### src/rtl/tile_viewport_renderer_pkg.sv
// ============================================================================
// render_pkg : shared types and constants for the tile viewport renderer
// Revision   : 1.0
// ============================================================================
`default_nettype none

package render_pkg;

  typedef enum logic [1:0] {
    DIR_N = 2'd0,
    DIR_E = 2'd1,
    DIR_S = 2'd2,
    DIR_W = 2'd3
  } dir_e;

  typedef enum logic [1:0] {
    TILE_VOID  = 2'd0,
    TILE_GRASS = 2'd1,
    TILE_WATER = 2'd2,
    TILE_SAND  = 2'd3
  } tile_e;

  typedef enum logic [1:0] {
    ST_IDLE  = 2'd0,
    ST_ISSUE = 2'd1,
    ST_DRAIN = 2'd2
  } state_e;

  typedef logic [23:0] rgb_t;

  localparam rgb_t c_key_rgb_default = 24'hFF00D2;

  // Address width for a ROM of the given depth, never narrower than one bit.
  function automatic int addr_width(input int depth);
    return (depth > 1) ? $clog2(depth) : 1;
  endfunction

endpackage

`default_nettype wire

### src/rtl/tile_viewport_renderer_addr_gen.sv
// ============================================================================
// viewport_addr_gen : S0 world-coordinate and ROM address math for one view
// Revision          : 1.0
// ============================================================================
`default_nettype none

module viewport_addr_gen
  import render_pkg::*;
#(
  parameter int TILE_LOG2 = 5,
  parameter int MAP_W     = 100,
  parameter int MAP_H     = 75,
  parameter int VIEW_W    = 640,
  parameter int VIEW_H    = 480,
  parameter int SPR_SIZE  = 75,
  parameter int COORD_W   = 12,
  parameter int MAP_AW    = addr_width(MAP_W * MAP_H),
  parameter int SPR_AW    = addr_width(4 * SPR_SIZE * SPR_SIZE)
) (
  input  logic [COORD_W-1:0]   cam_x,
  input  logic [COORD_W-1:0]   cam_y,
  input  logic [1:0]           dir,
  input  logic [9:0]           draw_x,
  input  logic [9:0]           draw_y,
  output logic [TILE_LOG2-1:0] wx_lo,
  output logic [TILE_LOG2-1:0] wy_lo,
  output logic                 in_map,
  output logic                 in_spr,
  output logic                 blank,
  output logic [MAP_AW-1:0]    map_addr,
  output logic [SPR_AW-1:0]    spr_addr
);

  localparam int c_tile_px = 2 ** TILE_LOG2;

  localparam logic signed [COORD_W:0] c_tile    = (COORD_W+1)'(c_tile_px);
  localparam logic signed [COORD_W:0] c_half_w  = (COORD_W+1)'(VIEW_W / 2);
  localparam logic signed [COORD_W:0] c_half_h  = (COORD_W+1)'(VIEW_H / 2);
  localparam logic signed [COORD_W:0] c_x_end   = (COORD_W+1)'((MAP_W - 1) * c_tile_px);
  localparam logic signed [COORD_W:0] c_y_end   = (COORD_W+1)'((MAP_H - 1) * c_tile_px);

  localparam logic [9:0] c_spr_x0 = 10'(VIEW_W / 2 - SPR_SIZE / 2);
  localparam logic [9:0] c_spr_x1 = 10'(VIEW_W / 2 - SPR_SIZE / 2 + SPR_SIZE);
  localparam logic [9:0] c_spr_y0 = 10'(VIEW_H / 2 - SPR_SIZE / 2);
  localparam logic [9:0] c_spr_y1 = 10'(VIEW_H / 2 - SPR_SIZE / 2 + SPR_SIZE);

  localparam logic [MAP_AW-1:0] c_map_w  = MAP_AW'(MAP_W);
  localparam logic [SPR_AW-1:0] c_spr_sz = SPR_AW'(SPR_SIZE);
  localparam logic [SPR_AW-1:0] c_spr_sq = SPR_AW'(SPR_SIZE * SPR_SIZE);

  logic signed [COORD_W:0] w_wx;
  logic signed [COORD_W:0] w_wy;
  logic [MAP_AW-1:0]       w_tx;
  logic [MAP_AW-1:0]       w_ty;
  logic [9:0]              w_sx;
  logic [9:0]              w_sy;

  // One extra bit keeps camera-minus-half-view signed, so off-map left/top goes negative.
  assign w_wx = $signed({1'b0, cam_x}) - c_half_w + $signed({{(COORD_W-9){1'b0}}, draw_x});
  assign w_wy = $signed({1'b0, cam_y}) - c_half_h + $signed({{(COORD_W-9){1'b0}}, draw_y});

  assign in_map = (w_wx >= c_tile) && (w_wx < c_x_end) &&
                  (w_wy >= c_tile) && (w_wy < c_y_end);

  assign w_tx     = MAP_AW'(w_wx[COORD_W-1:TILE_LOG2]);
  assign w_ty     = MAP_AW'(w_wy[COORD_W-1:TILE_LOG2]);
  assign map_addr = in_map ? (w_ty * c_map_w + w_tx) : '0;

  assign wx_lo = w_wx[TILE_LOG2-1:0];
  assign wy_lo = w_wy[TILE_LOG2-1:0];

  assign in_spr = (draw_x >= c_spr_x0) && (draw_x < c_spr_x1) &&
                  (draw_y >= c_spr_y0) && (draw_y < c_spr_y1);

  assign w_sx     = draw_x - c_spr_x0;
  assign w_sy     = draw_y - c_spr_y0;
  assign spr_addr = in_spr ? (SPR_AW'(dir) * c_spr_sq + SPR_AW'(w_sy) * c_spr_sz + SPR_AW'(w_sx))
                           : '0;

  assign blank = (draw_x >= 10'(VIEW_W)) || (draw_y >= 10'(VIEW_H));

endmodule

`default_nettype wire

### src/rtl/tile_viewport_renderer.sv
// ============================================================================
// tile_viewport_renderer : time-multiplexed N-view tile map + sprite renderer
// Revision               : 1.0
// ============================================================================
`default_nettype none

module tile_viewport_renderer
  import render_pkg::*;
#(
  parameter int         N_VIEWS   = 2,
  parameter int         TILE_LOG2 = 5,
  parameter int         MAP_W     = 100,
  parameter int         MAP_H     = 75,
  parameter int         VIEW_W    = 640,
  parameter int         VIEW_H    = 480,
  parameter int         SPR_SIZE  = 75,
  parameter int         COORD_W   = 12,
  parameter logic [23:0] KEY_RGB  = c_key_rgb_default
) (
  input  logic                                         Clk,
  input  logic                                         Reset_n,
  input  logic                                         pix_ce,
  input  logic [9:0]                                   DrawX,
  input  logic [9:0]                                   DrawY,
  input  logic [N_VIEWS*COORD_W-1:0]                   cam_x,
  input  logic [N_VIEWS*COORD_W-1:0]                   cam_y,
  input  logic [N_VIEWS*2-1:0]                         dir,
  output logic [addr_width(MAP_W*MAP_H)-1:0]           map_addr,
  input  logic [1:0]                                   map_data,
  output logic [2+2*TILE_LOG2-1:0]                     tile_addr,
  input  logic [23:0]                                  tile_data,
  output logic [addr_width(4*SPR_SIZE*SPR_SIZE)-1:0]   spr_addr,
  input  logic [23:0]                                  spr_data,
  output logic [N_VIEWS*24-1:0]                        rgb,
  output logic                                         rgb_valid,
  output logic                                         overrun
);

  localparam int c_map_aw = addr_width(MAP_W * MAP_H);
  localparam int c_spr_aw = addr_width(4 * SPR_SIZE * SPR_SIZE);
  localparam int c_slot_w = addr_width(N_VIEWS);

  localparam logic [c_slot_w-1:0] c_last_slot = c_slot_w'(N_VIEWS - 1);

  state_e                       r_state;
  logic [c_slot_w-1:0]          r_slot;
  logic                         r_drain;
  logic [9:0]                   r_draw_x;
  logic [9:0]                   r_draw_y;
  logic [N_VIEWS*COORD_W-1:0]   r_cam_x;
  logic [N_VIEWS*COORD_W-1:0]   r_cam_y;
  logic [N_VIEWS*2-1:0]         r_dir;
  logic [N_VIEWS*24-1:0]        r_rgb;
  logic                         r_rgb_valid;
  logic                         r_overrun;

  logic                         r_s1_valid;
  logic [c_slot_w-1:0]          r_s1_view;
  logic                         r_s1_in_map;
  logic                         r_s1_in_spr;
  logic                         r_s1_blank;
  logic [TILE_LOG2-1:0]         r_s1_wx_lo;
  logic [TILE_LOG2-1:0]         r_s1_wy_lo;

  logic                         r_s2_valid;
  logic [c_slot_w-1:0]          r_s2_view;
  logic                         r_s2_in_map;
  logic                         r_s2_in_spr;
  logic                         r_s2_blank;
  tile_e                        r_s2_type;
  rgb_t                         r_s2_spr;

  rgb_t                         r_shadow [N_VIEWS];
  rgb_t                         w_pub    [N_VIEWS];
  rgb_t                         w_comp;

  logic                         w_issue;
  logic [COORD_W-1:0]           w_cam_x;
  logic [COORD_W-1:0]           w_cam_y;
  logic [1:0]                   w_dir;
  logic [TILE_LOG2-1:0]         w_wx_lo;
  logic [TILE_LOG2-1:0]         w_wy_lo;
  logic                         w_in_map;
  logic                         w_in_spr;
  logic                         w_blank;
  logic [c_map_aw-1:0]          w_map_addr;
  logic [c_spr_aw-1:0]          w_spr_addr;

  assign w_issue = (r_state == ST_ISSUE);
  assign w_cam_x = r_cam_x[int'(r_slot)*COORD_W +: COORD_W];
  assign w_cam_y = r_cam_y[int'(r_slot)*COORD_W +: COORD_W];
  assign w_dir   = r_dir[int'(r_slot)*2 +: 2];

  viewport_addr_gen #(
    .TILE_LOG2 (TILE_LOG2),
    .MAP_W     (MAP_W),
    .MAP_H     (MAP_H),
    .VIEW_W    (VIEW_W),
    .VIEW_H    (VIEW_H),
    .SPR_SIZE  (SPR_SIZE),
    .COORD_W   (COORD_W),
    .MAP_AW    (c_map_aw),
    .SPR_AW    (c_spr_aw)
  ) u_addr_gen (
    .cam_x    (w_cam_x),
    .cam_y    (w_cam_y),
    .dir      (w_dir),
    .draw_x   (r_draw_x),
    .draw_y   (r_draw_y),
    .wx_lo    (w_wx_lo),
    .wy_lo    (w_wy_lo),
    .in_map   (w_in_map),
    .in_spr   (w_in_spr),
    .blank    (w_blank),
    .map_addr (w_map_addr),
    .spr_addr (w_spr_addr)
  );

  assign map_addr  = w_issue ? w_map_addr : '0;
  assign spr_addr  = w_issue ? w_spr_addr : '0;
  assign tile_addr = r_s1_valid ? {map_data, r_s1_wy_lo, r_s1_wx_lo} : '0;

  always_comb begin
    w_comp = '0;
    if (r_s2_blank)
      w_comp = '0;
    else if (r_s2_in_spr && (r_s2_spr != KEY_RGB))
      w_comp = r_s2_spr;
    else if (r_s2_in_map && (r_s2_type != TILE_VOID))
      w_comp = tile_data;
  end

  // The last view composites in the same cycle as publish, so bypass its shadow.
  for (genvar v = 0; v < N_VIEWS; v++) begin : g_pub
    assign w_pub[v] = (r_s2_valid && (r_s2_view == c_slot_w'(v))) ? w_comp : r_shadow[v];
  end

  always_ff @(posedge Clk or negedge Reset_n) begin
    if (!Reset_n) begin
      r_state     <= ST_IDLE;
      r_slot      <= '0;
      r_drain     <= 1'b0;
      r_draw_x    <= '0;
      r_draw_y    <= '0;
      r_cam_x     <= '0;
      r_cam_y     <= '0;
      r_dir       <= '0;
      r_rgb       <= '0;
      r_rgb_valid <= 1'b0;
      r_overrun   <= 1'b0;
    end else begin
      r_rgb_valid <= 1'b0;
      if (pix_ce && (r_state != ST_IDLE))
        r_overrun <= 1'b1;
      case (r_state)
        ST_IDLE: begin
          if (pix_ce) begin
            r_draw_x <= DrawX;
            r_draw_y <= DrawY;
            r_cam_x  <= cam_x;
            r_cam_y  <= cam_y;
            r_dir    <= dir;
            r_slot   <= '0;
            r_state  <= ST_ISSUE;
          end
        end
        ST_ISSUE: begin
          if (r_slot == c_last_slot) begin
            r_drain <= 1'b0;
            r_state <= ST_DRAIN;
          end else begin
            r_slot <= r_slot + 1'b1;
          end
        end
        ST_DRAIN: begin
          r_drain <= 1'b1;
          if (r_drain) begin
            r_state     <= ST_IDLE;
            r_rgb_valid <= 1'b1;
            for (int v = 0; v < N_VIEWS; v++)
              r_rgb[v*24 +: 24] <= w_pub[v];
          end
        end
        default: r_state <= ST_IDLE;
      endcase
    end
  end

  always_ff @(posedge Clk or negedge Reset_n) begin
    if (!Reset_n) begin
      r_s1_valid  <= 1'b0;
      r_s1_view   <= '0;
      r_s1_in_map <= 1'b0;
      r_s1_in_spr <= 1'b0;
      r_s1_blank  <= 1'b0;
      r_s1_wx_lo  <= '0;
      r_s1_wy_lo  <= '0;
      r_s2_valid  <= 1'b0;
      r_s2_view   <= '0;
      r_s2_in_map <= 1'b0;
      r_s2_in_spr <= 1'b0;
      r_s2_blank  <= 1'b0;
      r_s2_type   <= TILE_VOID;
      r_s2_spr    <= '0;
      for (int v = 0; v < N_VIEWS; v++)
        r_shadow[v] <= '0;
    end else begin
      r_s1_valid  <= w_issue;
      r_s1_view   <= r_slot;
      r_s1_in_map <= w_in_map;
      r_s1_in_spr <= w_in_spr;
      r_s1_blank  <= w_blank;
      r_s1_wx_lo  <= w_wx_lo;
      r_s1_wy_lo  <= w_wy_lo;
      r_s2_valid  <= r_s1_valid;
      r_s2_view   <= r_s1_view;
      r_s2_in_map <= r_s1_in_map;
      r_s2_in_spr <= r_s1_in_spr;
      r_s2_blank  <= r_s1_blank;
      r_s2_type   <= tile_e'(map_data);
      r_s2_spr    <= spr_data;
      if (r_s2_valid)
        r_shadow[r_s2_view] <= w_comp;
    end
  end

  assign rgb       = r_rgb;
  assign rgb_valid = r_rgb_valid;
  assign overrun   = r_overrun;

endmodule

`default_nettype wire
### config.mk
export PLATFORM = sky130hd
export DESIGN_NAME = tile_viewport_renderer
export DESIGN_NICKNAME = d
export VERILOG_FILES = /design/src/rtl/tile_viewport_renderer_pkg.sv /design/src/rtl/tile_viewport_renderer_addr_gen.sv /design/src/rtl/tile_viewport_renderer.sv
export SDC_FILE = /design/constraint.sdc
export NUM_CORES = 1
export LEC_CHECK = 0
export ABC_AREA = 0
export CAP_MARGIN = 25
export CORE_ASPECT_RATIO = 0.9
export CORE_UTILIZATION = 50
export CTS_CLUSTER_SIZE = 30
export DETAILED_ROUTE_END_ITERATION = 7
export PLACE_DENSITY = 0.71
export SLEW_MARGIN = 25
export SYNTH_ARGS = -nofsm -noshare
export SYNTH_HDL_FRONTEND = slang
export SYNTH_SLANG_ARGS = --single-unit
### constraint.sdc
create_clock -name Clk -period 16.5 [get_ports Clk]
set_clock_uncertainty 0.2 [all_clocks]
set_input_delay 1.65 -clock Clk [delete_from_list [all_inputs] [get_ports Clk]]
set_output_delay 1.65 -clock Clk [all_outputs]
set_load 0.02 [all_outputs]
==> results.cfg <==
[synth]
yosysTopAreaCell = dfrtp_1
ys_seq_elements = 220
ys_async_sr_fraction = 1.00
yosys.area_share.simple = 0.132
avgSynthCellArea_sq_um = 10.5
synthDistinctLibCells = 72
synth_top_area_share = 0.414
syn_inst = 1267
synth-main-ff-cell = dfrtp_1
synth.mux.area_fraction = 0.119
synth_area_leaders = dfrtp_1, ha_1, mux2_2, fa_1, nand2_1
seq_area_frac_synth = 0.414
synth_edf_count = 0
synth_top_family_by_area = adder cells
synth_fa_ha_area_frac = 0.175
synth-compound-area-share = 0.0811
synth_nets = 1552
synthesis.area_sq_um = 13300
synth_xor_area_frac = 0.0349
ys_warn_count = 0

[global_routing]
overflow = 0
antenna_found_initial = 5
grt_pass1_wl_mm = 51.3
grt_pass1_vias = 9950
grt_usage = 0.236
grt_max_degree = 96

[timing]
max-slew-margin-rel = 0.336
worst_slew_pin_slew_ps = 996
timing.setup.tns_ps = 0
period_share = 0.550
fin_crit_ps = 9080
setup_viol = 0
hold_viol = 0
fmaxAchievable_mhz = 110
maxSlewViolCount = 0
rsz0062_at_grt = no

[layout]
finalNonFillerCells = 1842
final_net_count = 1761
fillers = 2127
multi_input_area_sq_um = 7230
final_area_sq_um = 16600
drive_gt1_frac = 0.137
seq_area_sq_um = 5510
area_growth_pct = 25.3

[clock_tree]
cts-buffers-inserted = 25
post_cts_resized = 0
cts_hold_buf = 0
clkTransAtPathRegs_ps = 60
h-tree-depth = 1
clkLatencyLatePin_ps = 530
cts_setup_buffers = 0
clock-sinks = 220
cts-root-buf = clkbuf_16
tritoncts = built
clk_path_buf_depth = 3

[setup_path]
critical_path.max_stage_delay_ps = 630
cp_slowest_cell = dfrtp_1
criticalPathCategory = reg -> out
critPathMaxFanout = 19
end_kind = output pin
cp.required_ps = 14650
cp_cell_sequence = buf_4 -> mux2i_1 -> inv_1 -> fa_1 -> fa_1 -> inv_1 -> fa_1 -> inv_1 -> fa_1 -> inv_1 -> fa_1 -> inv_1 -> ha_1 -> a2111o_1 -> a41oi_1 -> o21ai_0 -> xnor2_1 -> nor2_1 -> clkdlybuf4s50_1
arrival_ps = 7230
critPathLaunchType = register

[route]
avgRoutedWirePerCell_microns = 17.1
drtAntennaViolNets = 0
viasPerCell = 5.36
route.detailed.drc = 0
vias = 9877
drt-pass1-iter-count = 5
wirelength_mm = 31.4
drt_iter0_drc = 504

[place]
hpwlAfterDp_mm = 24.0
port_buffers = 214
place_inst = 1797
placed_area_sq_um = 15800
gp_congestion = 0.860

[floorplanning]
num_rows = 56
initial_utilization = 0.510
fp.dieW_microns = 174
die_y_microns = 157
core_area_sq_um = 26100
io_pins = 215
dieArea_sq_um = 27200

[outcome]
status = finished, final reports clean

[hold_path]
worst_hold_path_type = reg -> reg

[job]
max_cap_violations = 0
-- cell usage after synthesis, drive strengths merged, types with 6 or more instances --
library cell,count
a211oi,11
a21o,11
a21oi,64
and2,14
and3,8
buf,13
clkbuf,28
dfrtp,220
fa,40
ha,120
inv,108
mux2,128
mux2i,14
nand2,201
nand2b,11
nand3,29
nand4,6
nor2,50
nor2b,10
nor3,15
o211ai,6
o21ai,25
o31ai,7
or3,7
xnor2,36
xor2,17
-- path summary, 6_finish.rpt --
kind | startpoint | slack, ps | cells past startpoint | to
max | r_slot | 7420 | 19 | spr_addr[13]
min | r_s1_blank | 130 | 0 | r_s2_blank
max reg2reg | r_slot | 12030 | 12 | r_s1_in_map
min reg2reg | r_s1_blank | 130 | 0 | r_s2_blank
max in group asynchronous | Reset_n | 13790 | 2 | r_cam_y[9]
min in group asynchronous | Reset_n | 930 | 1 | rgb[14]
-- sequential cells by signal, summed over array words and instances (netlist names), 2 cells and up --
name and flops:
rgb 48, r_s2_spr 24, r_s1_wx_lo 5, r_cam_x 24
r_s1_wy_lo 5, r_draw_x 10, r_state 2, r_cam_y 24
r_draw_y 10, r_shadow 48, r_dir 4, r_s2_type 2
-- kinds of logic after synthesis --
family | count (synthesis)
DFF | 220
adders and majority gates | 162
buffers and inverters | 149
muxes | 142
and+or+nand+nor | 381
xor gates and xnor gates | 53
AOI/OAI and AO/OA | 160
-- per-layer routing --
layer	part of all wire	global-route usage	vias to the layer above
met5	0.00089	0	-
met4	0.018	0.0485	4
met3	0.057	0.0398	41
met2	0.45	0.380	276
met1	0.47	0.336	4819
li1	-	-	4737
-- layout make-up --
type,instances,share of cell area
Multi-Input combinational cell,898,0.434
Inverter,108,0.0244
Clock inverter,16,0.0114
Antenna cell,1,0.000150
Clock buffer,28,0.0395
Timing Repair Buffer,223,0.133
Tap cell,348,0.0262
Sequential cell,220,0.331
-- worst max-delay path, delay by kind of cell, from the launching register on --
family / cells / cell delay [ps]
XOR/XNOR: 1 / 150
adder cells (fa/ha/maj): 6 / 2810
buffers and inverters: 7 / 1540
flip-flops: 1 / 630
multiplexers: 1 / 580
AO/OA/AOI/OAI: 3 / 910
AND/OR/NAND/NOR: 1 / 90
-- cells in the final DEF (no fill, tap or decap), types with 17 or more instances in the layout --
| cell | synthesis | final |
|---|---|---|
| a21oi_1 | 64 | 64 |
| clkbuf_16 | 0 | 25 |
| clkdlybuf4s50_1 | 0 | 213 |
| dfrtp_1 | 220 | 220 |
| fa_1 | 40 | 40 |
| ha_1 | 120 | 120 |
| inv_1 | 107 | 106 |
| mux2_2 | 128 | 128 |
| nand2_1 | 201 | 201 |
| nand3_1 | 29 | 29 |
| nor2_1 | 50 | 50 |
| o21ai_0 | 24 | 24 |
| xnor2_1 | 36 | 36 |
| xor2_1 | 17 | 17 |
-- per-stage QoR --
stage               worst slack (ps)  utilization  hold slack [ps]
floorplan                       8530            -              131
global placement                8120        0.605              134
detailed placement              7930        0.606              135
CTS                             7370        0.638              126
global route                    6990        0.638              132
finish                          7420        0.638              130
Power is not shown: default switching activity piles up to over one toggle a cycle in this logic, so the estimate is an artifact.
